$ cat config.mk
export PLATFORM = sky130hd
export DESIGN_NAME = sm4_request_arbiter_flat
export DESIGN_NICKNAME = d
export VERILOG_FILES = /design/src/rtl/sm4_request_arbiter_if.sv /design/src/rtl/sm4_request_arbiter.sv /design/src/flat_wrapper.sv
export SDC_FILE = /design/constraint.sdc
export NUM_CORES = 1
export LEC_CHECK = 0
export BUFFER_PORTS_ARGS = -buffer_cell sky130_fd_sc_hd__buf_2
export CAP_MARGIN = 20
export CORE_AREA = 4 4 607 609
export DETAILED_ROUTE_END_ITERATION = 12
export DIE_AREA = 0 0 611 613
export PLACE_DENSITY = 0.3
export SLEW_MARGIN = 10
export SYNTH_ARGS = -nofsm -noshare
export SYNTH_HDL_FRONTEND = slang
export SYNTH_SLANG_ARGS = --single-unit
$ cat constraint.sdc
create_clock -name clk_i -period 8.15 [get_ports clk_i]
set_input_delay 0 -clock clk_i [delete_from_list [all_inputs] [get_ports clk_i]]
set_output_delay 0 -clock clk_i [all_outputs]
set_load 0.005 [all_outputs]
$ cat src/rtl/sm4_request_arbiter_if.sv
// Requester, encryptor and control signals of sm4_request_arbiter bundled in one place.
// The arbiter connects through the master modport; requesters/encryptor/control use slave.
interface sm4_request_arbiter_if #(
    parameter int num_req_p         = 4,
    parameter int max_outstanding_p = 4
);
    localparam int group_size_p = 128;
    localparam int cnt_width_lp = $clog2(max_outstanding_p + 1);

    logic [num_req_p-1:0]              req_v_i;
    logic [num_req_p-1:0]              req_ready_o;
    logic [num_req_p*group_size_p-1:0] req_content_i;
    logic [num_req_p*group_size_p-1:0] req_key_i;
    logic [num_req_p-1:0]              req_decode_i;
    logic [num_req_p-1:0]              resp_v_o;
    logic [num_req_p-1:0]              resp_yumi_i;
    logic [group_size_p-1:0]           resp_crypt_o;
    logic [group_size_p-1:0]           enc_content_o;
    logic [group_size_p-1:0]           enc_key_o;
    logic                              enc_decode_o;
    logic                              enc_v_o;
    logic                              enc_ready_i;
    logic [group_size_p-1:0]           enc_crypt_i;
    logic                              enc_v_i;
    logic                              enc_yumi_o;
    logic                              enc_invalid_cache_o;
    logic                              flush_i;
    logic                              flush_done_o;
    logic [cnt_width_lp-1:0]           outstanding_o;
    logic                              error_o;

    modport master (
        input  req_v_i, req_content_i, req_key_i, req_decode_i, resp_yumi_i,
        input  enc_ready_i, enc_crypt_i, enc_v_i, flush_i,
        output req_ready_o, resp_v_o, resp_crypt_o,
        output enc_content_o, enc_key_o, enc_decode_o, enc_v_o, enc_yumi_o,
        output enc_invalid_cache_o, flush_done_o, outstanding_o, error_o
    );

    modport slave (
        output req_v_i, req_content_i, req_key_i, req_decode_i, resp_yumi_i,
        output enc_ready_i, enc_crypt_i, enc_v_i, flush_i,
        input  req_ready_o, resp_v_o, resp_crypt_o,
        input  enc_content_o, enc_key_o, enc_decode_o, enc_v_o, enc_yumi_o,
        input  enc_invalid_cache_o, flush_done_o, outstanding_o, error_o
    );
endinterface

$ cat src/rtl/sm4_request_arbiter.sv
// Round-robin share of one in-order SM4 encryptor; zero-latency grant, tag FIFO routes results back.
// Issue stalls on a full tag FIFO or during flush drain; results stall on the head requester's yumi.
module sm4_request_arbiter #(
    parameter int num_req_p         = 4,
    parameter int max_outstanding_p = 4
) (
    input  logic                  clk_i,
    input  logic                  reset_i,
    sm4_request_arbiter_if.master bus
);
    localparam int group_size_p = 128;
    localparam int id_width_lp  = $clog2(num_req_p);
    localparam int cnt_width_lp = $clog2(max_outstanding_p + 1);
    localparam int ptr_width_lp = (max_outstanding_p > 1) ? $clog2(max_outstanding_p) : 1;

    typedef enum logic [1:0] {ST_RUN, ST_DRAIN, ST_FLUSH} state_e;

    state_e                  r_state, w_state_nxt;
    logic                    r_post_rst;
    logic                    r_error;
    logic [id_width_lp-1:0]  r_rr_ptr;
    logic [id_width_lp-1:0]  r_fifo_mem [max_outstanding_p];
    logic [ptr_width_lp-1:0] r_wr_ptr, r_rd_ptr;
    logic [cnt_width_lp-1:0] r_count;

    logic                    w_out_en, w_in_run, w_flush_pulse;
    logic                    w_fifo_empty, w_fifo_full;
    logic [id_width_lp-1:0]  w_grant, w_rr_nxt, w_head;
    logic [id_width_lp:0]    w_sum;
    logic                    w_can_issue, w_issue, w_resp_hit, w_pop, w_spurious;

    function automatic logic [ptr_width_lp-1:0] ptr_inc(input logic [ptr_width_lp-1:0] p);
        return (p == ptr_width_lp'(max_outstanding_p - 1)) ? '0 : p + ptr_width_lp'(1);
    endfunction

    // Outputs are held at zero during reset and for the one cycle that follows it.
    assign w_out_en     = !reset_i && !r_post_rst;
    assign w_fifo_empty = (r_count == '0);
    assign w_fifo_full  = (r_count == cnt_width_lp'(max_outstanding_p));

    always_ff @(posedge clk_i) begin
        if (reset_i) r_state <= ST_RUN;
        else         r_state <= w_state_nxt;
    end

    always_comb begin
        w_state_nxt = r_state;
        case (r_state)
            ST_RUN:   if (bus.flush_i) w_state_nxt = ST_DRAIN;
            ST_DRAIN: if (w_fifo_empty) w_state_nxt = ST_FLUSH;
            ST_FLUSH: w_state_nxt = ST_RUN;
            default:  w_state_nxt = ST_RUN;
        endcase
    end

    always_comb begin
        w_in_run      = 1'b0;
        w_flush_pulse = 1'b0;
        case (r_state)
            ST_RUN:   w_in_run      = w_out_en;
            ST_FLUSH: w_flush_pulse = w_out_en;
            default:  ;
        endcase
    end

    // First requesting lane at or after r_rr_ptr, wrapping.
    always_comb begin
        w_grant = '0;
        w_sum   = '0;
        for (int k = num_req_p - 1; k >= 0; k--) begin
            w_sum = {1'b0, r_rr_ptr} + (id_width_lp + 1)'(k);
            if (w_sum >= (id_width_lp + 1)'(num_req_p))
                w_sum = w_sum - (id_width_lp + 1)'(num_req_p);
            if (bus.req_v_i[w_sum[id_width_lp-1:0]]) w_grant = w_sum[id_width_lp-1:0];
        end
    end

    assign w_rr_nxt    = (w_grant == id_width_lp'(num_req_p - 1)) ? '0 : w_grant + id_width_lp'(1);
    assign w_can_issue = w_in_run && (|bus.req_v_i) && !w_fifo_full;
    assign w_issue     = w_can_issue && bus.enc_ready_i;

    assign bus.enc_v_o       = w_can_issue;
    assign bus.enc_content_o = w_can_issue ? bus.req_content_i[{w_grant, 7'b0} +: group_size_p] : '0;
    assign bus.enc_key_o     = w_can_issue ? bus.req_key_i[{w_grant, 7'b0} +: group_size_p] : '0;
    assign bus.enc_decode_o  = w_can_issue && bus.req_decode_i[w_grant];
    assign bus.req_ready_o   = w_issue ? (num_req_p'(1) << w_grant) : '0;

    // A result with no tag to route it is dropped and flagged.
    assign w_head     = r_fifo_mem[r_rd_ptr];
    assign w_resp_hit = w_out_en && bus.enc_v_i && !w_fifo_empty;
    assign w_spurious = w_out_en && bus.enc_v_i && w_fifo_empty;
    assign w_pop      = w_resp_hit && bus.resp_yumi_i[w_head];

    assign bus.resp_v_o            = w_resp_hit ? (num_req_p'(1) << w_head) : '0;
    assign bus.resp_crypt_o        = w_out_en ? bus.enc_crypt_i : '0;
    assign bus.enc_yumi_o          = w_pop || w_spurious;
    assign bus.enc_invalid_cache_o = w_flush_pulse;
    assign bus.flush_done_o        = w_flush_pulse;
    assign bus.outstanding_o       = w_out_en ? r_count : '0;
    assign bus.error_o             = w_out_en && r_error;

    always_ff @(posedge clk_i) begin
        if (w_issue) r_fifo_mem[r_wr_ptr] <= w_grant;
    end

    always_ff @(posedge clk_i) begin
        if (reset_i) begin
            r_post_rst <= 1'b1;
            r_error    <= 1'b0;
            r_rr_ptr   <= '0;
            r_wr_ptr   <= '0;
            r_rd_ptr   <= '0;
            r_count    <= '0;
        end else begin
            r_post_rst <= 1'b0;
            if (w_spurious) r_error <= 1'b1;
            if (w_issue) begin
                r_wr_ptr <= ptr_inc(r_wr_ptr);
                r_rr_ptr <= w_rr_nxt;
            end
            if (w_pop) r_rd_ptr <= ptr_inc(r_rd_ptr);
            case ({w_issue, w_pop})
                2'b10:   r_count <= r_count + cnt_width_lp'(1);
                2'b01:   r_count <= r_count - cnt_width_lp'(1);
                default: ;
            endcase
        end
    end
endmodule
$ cat src/flat_wrapper.sv
// flat-port wrapper written by rule: the top's interface ports become plain ports
module sm4_request_arbiter_flat 
#(
    parameter int num_req_p         = 4,
    parameter int max_outstanding_p = 4
)
  (clk_i, reset_i, bus_req_v_i, bus_req_content_i, bus_req_key_i, bus_req_decode_i, bus_resp_yumi_i, bus_enc_ready_i, bus_enc_crypt_i, bus_enc_v_i, bus_flush_i, bus_req_ready_o, bus_resp_v_o, bus_resp_crypt_o, bus_enc_content_o, bus_enc_key_o, bus_enc_decode_o, bus_enc_v_o, bus_enc_yumi_o, bus_enc_invalid_cache_o, bus_flush_done_o, bus_outstanding_o, bus_error_o);
  sm4_request_arbiter_if #(.num_req_p(num_req_p), .max_outstanding_p(max_outstanding_p)) bus_i ();
  input  logic clk_i;
  input  logic reset_i;
  input wire logic [$bits(bus_i.req_v_i)-1:0] bus_req_v_i;
  input wire logic [$bits(bus_i.req_content_i)-1:0] bus_req_content_i;
  input wire logic [$bits(bus_i.req_key_i)-1:0] bus_req_key_i;
  input wire logic [$bits(bus_i.req_decode_i)-1:0] bus_req_decode_i;
  input wire logic [$bits(bus_i.resp_yumi_i)-1:0] bus_resp_yumi_i;
  input wire logic [$bits(bus_i.enc_ready_i)-1:0] bus_enc_ready_i;
  input wire logic [$bits(bus_i.enc_crypt_i)-1:0] bus_enc_crypt_i;
  input wire logic [$bits(bus_i.enc_v_i)-1:0] bus_enc_v_i;
  input wire logic [$bits(bus_i.flush_i)-1:0] bus_flush_i;
  output wire logic [$bits(bus_i.req_ready_o)-1:0] bus_req_ready_o;
  output wire logic [$bits(bus_i.resp_v_o)-1:0] bus_resp_v_o;
  output wire logic [$bits(bus_i.resp_crypt_o)-1:0] bus_resp_crypt_o;
  output wire logic [$bits(bus_i.enc_content_o)-1:0] bus_enc_content_o;
  output wire logic [$bits(bus_i.enc_key_o)-1:0] bus_enc_key_o;
  output wire logic [$bits(bus_i.enc_decode_o)-1:0] bus_enc_decode_o;
  output wire logic [$bits(bus_i.enc_v_o)-1:0] bus_enc_v_o;
  output wire logic [$bits(bus_i.enc_yumi_o)-1:0] bus_enc_yumi_o;
  output wire logic [$bits(bus_i.enc_invalid_cache_o)-1:0] bus_enc_invalid_cache_o;
  output wire logic [$bits(bus_i.flush_done_o)-1:0] bus_flush_done_o;
  output wire logic [$bits(bus_i.outstanding_o)-1:0] bus_outstanding_o;
  output wire logic [$bits(bus_i.error_o)-1:0] bus_error_o;
  assign bus_i.req_v_i = bus_req_v_i;
  assign bus_i.req_content_i = bus_req_content_i;
  assign bus_i.req_key_i = bus_req_key_i;
  assign bus_i.req_decode_i = bus_req_decode_i;
  assign bus_i.resp_yumi_i = bus_resp_yumi_i;
  assign bus_i.enc_ready_i = bus_enc_ready_i;
  assign bus_i.enc_crypt_i = bus_enc_crypt_i;
  assign bus_i.enc_v_i = bus_enc_v_i;
  assign bus_i.flush_i = bus_flush_i;
  assign bus_req_ready_o = bus_i.req_ready_o;
  assign bus_resp_v_o = bus_i.resp_v_o;
  assign bus_resp_crypt_o = bus_i.resp_crypt_o;
  assign bus_enc_content_o = bus_i.enc_content_o;
  assign bus_enc_key_o = bus_i.enc_key_o;
  assign bus_enc_decode_o = bus_i.enc_decode_o;
  assign bus_enc_v_o = bus_i.enc_v_o;
  assign bus_enc_yumi_o = bus_i.enc_yumi_o;
  assign bus_enc_invalid_cache_o = bus_i.enc_invalid_cache_o;
  assign bus_flush_done_o = bus_i.flush_done_o;
  assign bus_outstanding_o = bus_i.outstanding_o;
  assign bus_error_o = bus_i.error_o;
  sm4_request_arbiter #(.num_req_p(num_req_p), .max_outstanding_p(max_outstanding_p)) u_core (.clk_i(clk_i), .reset_i(reset_i), .bus(bus_i));
endmodule
# Word-level counts from Yosys, hierarchy flattened

Memory sizes are Yosys's and may differ from the RTL's. A register that Yosys moved wholly into a read port is not among the register bits.
Index checks and enable logic that the tools add are counted.
Widths: inputs -> output; s select.

Flip-flop bits (word level): 13
Memories: 1
Logic and storage cells: 104
Bits in writable memories: 8
Output and inout bits: 401

Memories:

| memory            | depth | width | read ports | clocked after memory_dff | wr ports | line                      | source |
|---|---|---|---|---|---|---|---|
| u_core.r_fifo_mem | 4     | 2     | 1          | 1                        | 1        | sm4_request_arbiter.sv:22 | `logic [id_width_lp-1:0] r_fifo_mem [max_outstanding_p];` |

Shift operators: 4
Add/subtract/negate cells: 12
$lt $le $gt $ge: 10
Reduce and logical (&&, ||, !) cells: 20
Muxes and demuxes: 40
Equality and inequality tests: 10

Operator list:

| cell                | count |
|---|---|
| $shiftx 512x10->128 | 2 |
| $mux 128            | 3 |
| $mux 2              | 15 |
| $lt 2x3->1 const B  | 6 |
| $bmux 1 s2          | 6 |
| $mux 1              | 11 |
| $eq 2x2->1 const B  | 5 |
| $logic_and 1x1->1   | 10 |
| $ge 3x3->1 const B  | 3 |
| $mux 4              | 2 |
| $shl 1x2->4 const A | 2 |
| $sub 2x1->2 const B | 4 |
| $add 2x1->2 const B | 3 |
| $add 2x2->3 const B | 2 |
| $pmux 3 s2          | 1 |
| $eq 2x1->1 const B  | 2 |
| $logic_not 1->1     | 4 |
| $pmux 2 s2          | 1 |
| $reduce_or 4->1     | 1 |
| $add 2x1->3 const B | 1 |
| $add 3x1->3 const B | 1 |
| $eq 3x3->1 const B  | 1 |
| $ge 2x3->1 const B  | 1 |
| $logic_not 3->1     | 1 |
| other kinds (8)     | 8 |

# Longest topological paths before layout

Word-level depth: 12
Mapped depth: 11
Gate-level depth less buffers: 10

# Least setup slack after synthesis

OpenSTA, ideal clock, no wires.

Path type: register to register
Start: reg (tool-made name)
End: reg u_core.r_count[2]
Buffers on the path: 0
Arrival: 2.642 ns
Data required time: 8.079 ns
Period minus slack after synthesis: 2.712 ns
Slack: 5.438 ns
Stages on the path, launching flop included: 11
Path through: dfxtp_1 > mux4_2 > mux2i_1 > mux2i_1 > and2_1 > ha_1 > inv_1 > fa_1 > xor2_1 > or3_1 > a21oi_1

RTL lines:

| element              | line                       | source |
|---|---|---|
| to (signal assigned) | sm4_request_arbiter.sv:123 | `2'b10: r_count <= r_count + cnt_width_lp'(1);` |
| to (signal assigned) | sm4_request_arbiter.sv:124 | `2'b01: r_count <= r_count - cnt_width_lp'(1);` |
| to (decl)            | sm4_request_arbiter.sv:24  | `logic [cnt_width_lp-1:0] r_count;` |

# Worst setup path after layout

Start: reg u_core.r_rr_ptr[1]
End: out bus_enc_content_o[64]

Longest elaborated chain between the ends: 11

Ends and longest elaborated chain:

| element                                          | line                                                 | source |
|---|---|---|
| from (decl)                                      | sm4_request_arbiter.sv:21                            | `logic [id_width_lp-1:0] r_rr_ptr;` |
| from (signal assigned)                           | sm4_request_arbiter.sv:119                           | `r_rr_ptr <= w_rr_nxt;` |
| $add 2x2->3                                      | sm4_request_arbiter.sv:71                            | `w_sum = {1'b0, r_rr_ptr} + (id_width_lp + 1)'(k);` |
| $ge 3x3->1 / $sub 2x1->2 (equally long branches) | sm4_request_arbiter.sv:72, sm4_request_arbiter.sv:73 |  |
| $mux 2                                           | sm4_request_arbiter.sv:72                            | `if (w_sum >= (id_width_lp + 1)'(num_req_p))` |
| $bmux 1 s2                                       | sm4_request_arbiter.sv:74                            | `if (bus.req_v_i[w_sum[id_width_lp-1:0]]) w_grant = w_sum[id_width_lp-1:0];` |
| $mux 1 (implied by the code)                     | sm4_request_arbiter.sv:74                            |  |
| $mux 2 (3 in a row)                              | sm4_request_arbiter.sv:74                            |  |
| $mux 2 *                                         | sm4_request_arbiter.sv:74                            |  |
| $shiftx 512x10->128 *                            | sm4_request_arbiter.sv:83                            | `assign bus.enc_content_o = w_can_issue ? bus.req_content_i[{w_grant, 7'b0} +: group_size_p] : '0;` |
| $mux 128 *                                       | sm4_request_arbiter.sv:83                            |  |
| to (decl)                                        | flat_wrapper.sv:23                                   | `output wire logic [$bits(bus_i.enc_content_o)-1:0] bus_enc_content_o;` |

Mark *: on every way between the ends. The rest lies on a longest branch, timed or not. The select of a mux whose other input is x is not followed.

==> out/metrics.yaml <==
run_status:
  outcome: "finished clean"
clocking:
  cts_setup_buffers: 0
  cts_buffers: 3
  htree_levels: 1
  clock_path_buffers: 2
  clk_pin_slew_ps: 80
  cts_tree: "built"
  cts_root_buf: "clkbuf_16"
  clk-insertion-delay-late_ps: 290
  clkSinkCount: 23
route:
  vias: 23665
  post_drt_via_cell_ratio: 2.91
  antenna_left: 0
  dr.pass1.iters: 7
  routed_wl_um: 312000
  drtIter0Drc: 1925
  route.detailed.drc: 0
  routedWlPerCell_um: 38.4
critical_path:
  path_cells: "nand2_1 -> a221o_4 -> and2_4 -> buf_4 -> buf_4 -> nand2_1 -> a311oi_1 -> buf_2"
  arrival_ps: 5070
  crit_type: "flop to primary output"
  endpoint_kind: "primary output"
  cp_num_buf_inv: 3
  critPathSlowestCell: "a311oi_1"
  crit_path_max_incr_delay_ps: 880
  ff2ff_path_depth: 10
  cp.depth: 8
  crit_required_ps: 8150
  cp_top_family: "buffers and inverters"
  path_max_fanout: 78
  start_kind: "flop"
  r2r_start: "u_core.r_post_rst"
  r2r_slack_ps: 4770
  rr_endpoint: "u_core.r_count[2]"
yosys:
  yosysMostFrequentCell: "nand2_1"
  synth.distinct_cells: 34
  ys_warn_count: 0
  synth_top_area_share: 0.206
  ys_async_sr_fraction: 0
  synth_area_um2: 10900
  synth_edf_count: 8
  synth_area_leaders: "a311oi_1, nand2_1, a211oi_1"
  synth_top_area_cell: "a311oi_1"
  ys.flop_type: "dfxtp_1"
  syn_area_per_cell_um2: 6.10
  ys_seq_area_frac: 0.0496
  syn_inst: 1786
  ys_ff_latch: 23
  yosys-top-cells-count: "nand2_1, and3_1, a211oi_1"
  synth_nets: 2966
sta:
  hold_violations: 0
  finalCriticalPeriod_ps: 5070
  setup_ws_ps: 3080
  setup_tns_ps: 0
  rsz0062_at_grt: "no"
  finalCritPeriodShare: 0.622
  setup_violations: 0
  slew_headroom: 0.191
  tightest_slew_ps: 1210
  max_freq_mhz: 197
  fin_skew_ps: 8.09
  final_max_slew_viol_count: 0
hold_path:
  hold-path-endpoint: "u_core.r_wr_ptr[1]"
  hold_class: "input pin to flop"
  min_from: "bus_enc_ready_i"
  holdPathStages: 3
floorplan:
  die_y_um: 613
  core_area_um2: 362000
  die_w_um: 611
  die-area_um2: 375000
  start_util: 0.0301
  ioPinCount: 1570
  num_rows: 221
job:
  max-cap-violations: 0
finish:
  regArea_um2: 541
  multi_input_area_um2: 9330
  areaGrowthSynthToFinish_pct: 127
  fin_cells: 8132
  nNetsFinal: 4345
  fin_util: 0.0684
  drive_gt1_frac: 0.523
  fill_cells: 43462
placed_design:
  placement.io_buffers: 1569
  routabilityCongestion: 0.909
  preCtsSetupSlack_ps: 3490
  placed_cells: 7951
  dp_hpwl_um: 284000
global_routing:
  overflow: 0
  grt_first_pass_wirelength_um: 359000
  grt_max_degree: 148
  track_usage: 0.158
  antenna_found_initial: 511
  grt_pass1_vias: 21614
power_and_ir_drop:
  peakVddDrop_uv: 43.5
  leakage_nw: 11.2
  powerDensity_nw_per_um2: 72.7
worst min-delay path, stage by stage:
cell,delay [ps]
buf_2,150
nand3_1,90
a21oi_1,60
per-layer routing:
layer  up-vias  track usage  part of all wire
met2      1859        0.261              0.46
met4       278       0.0415             0.035
li1       9692            -                 -
met1     10951        0.171              0.36
met5         -            0            0.0058
met3       885       0.0939              0.14
placed cells by master (no fill, tap or decap), drive strengths merged, types with 11 or more instances in the layout:
cell type,synthesis,layout
a211oi,258,258
and2,132,132
nor2,16,16
diode,0,174
inv,11,11
buf,63,1617
dfxtp,15,15
and3,268,268
a311oi,257,257
nand2,520,520
state kept, by name, indices dropped and copies added (netlist names), named ones only:
| signal | cells |
|---|---|
| u_core.r_rr_ptr | 2 |
| u_core.r_wr_ptr | 2 |
| u_core.r_error | 1 |
| u_core.r_post_rst | 1 |
| u_core.r_count | 3 |
| u_core.r_state | 2 |
| u_core.r_rd_ptr | 2 |
| u_core.r_fifo_mem | 8 |
logic make-up (layout without fill, tap and decap cells):
family / Yosys count / in the layout / share of synthesized area
xor gates and xnor gates: 2 / 2 / 0.00161
DFF: 23 / 23 / 0.0496
adders and majority gates: 11 / 11 / 0.0133
muxes: 9 / 9 / 0.0107
other: 0 / 174 / 0
buffers and inverters: 257 / 1635 / 0.108
AOI/OAI and AO/OA: 529 / 529 / 0.392
and+or+nand+nor: 955 / 955 / 0.424
report_power, final:
| group | internal [mW] | switching (mW) | leakage (nW) |
|---|---|---|---|
| logic | 0.506 | 1.05 | 10.9 |
| registers | 0.122 | 0.00380 | 0.195 |
| clock network | 0.0667 | 0.0562 | 0.0420 |
| total | 0.695 | 1.11 | 11.2 |
worst max-delay path by stage:
stage	startpoint	to	slack, ps
6_report	u_core.r_rr_ptr[1]	bus_enc_content_o[64]	3080
5_1_grt	u_core.r_rr_ptr[1]	bus_enc_content_o[35]	3020
4_1_cts	u_core.r_rr_ptr[1]	bus_enc_content_o[35]	3160
3_5_place_dp	u_core.r_rr_ptr[1]	bus_enc_content_o[35]	3490
3_3_place_gp	u_core.r_rr_ptr[1]	bus_enc_content_o[6]	2890
2_1_floorplan	flop	u_core.r_count[2]	5440
metrics by stage:
step	total power, mW	hold WS [ps]	cell area (um^2)
CTS	1.86	49.4	24300
global placement	1.72	277	24100
global route	1.93	88.1	24600
floorplan	0.693	27.7	10900
detailed placement	1.72	282	24200
finish	1.80	60.2	24800
layout make-up:
class,instances,share of cell area
Sequential cell,23,0.0218
Clock inverter,1,0.000202
Inverter,11,0.00197
Antenna cell,174,0.0176
Multi-Input combinational cell,1506,0.377
Timing Repair Buffer,1620,0.337
Clock buffer,3,0.00303
Tap cell,4794,0.242
timing repair:
item                                   CTS  global route
endpoints found under the hold margin    2             0
hold buffers                             2             0
gates resized for setup                  0             0
Note: power is estimated with default switching activity, not from simulation.
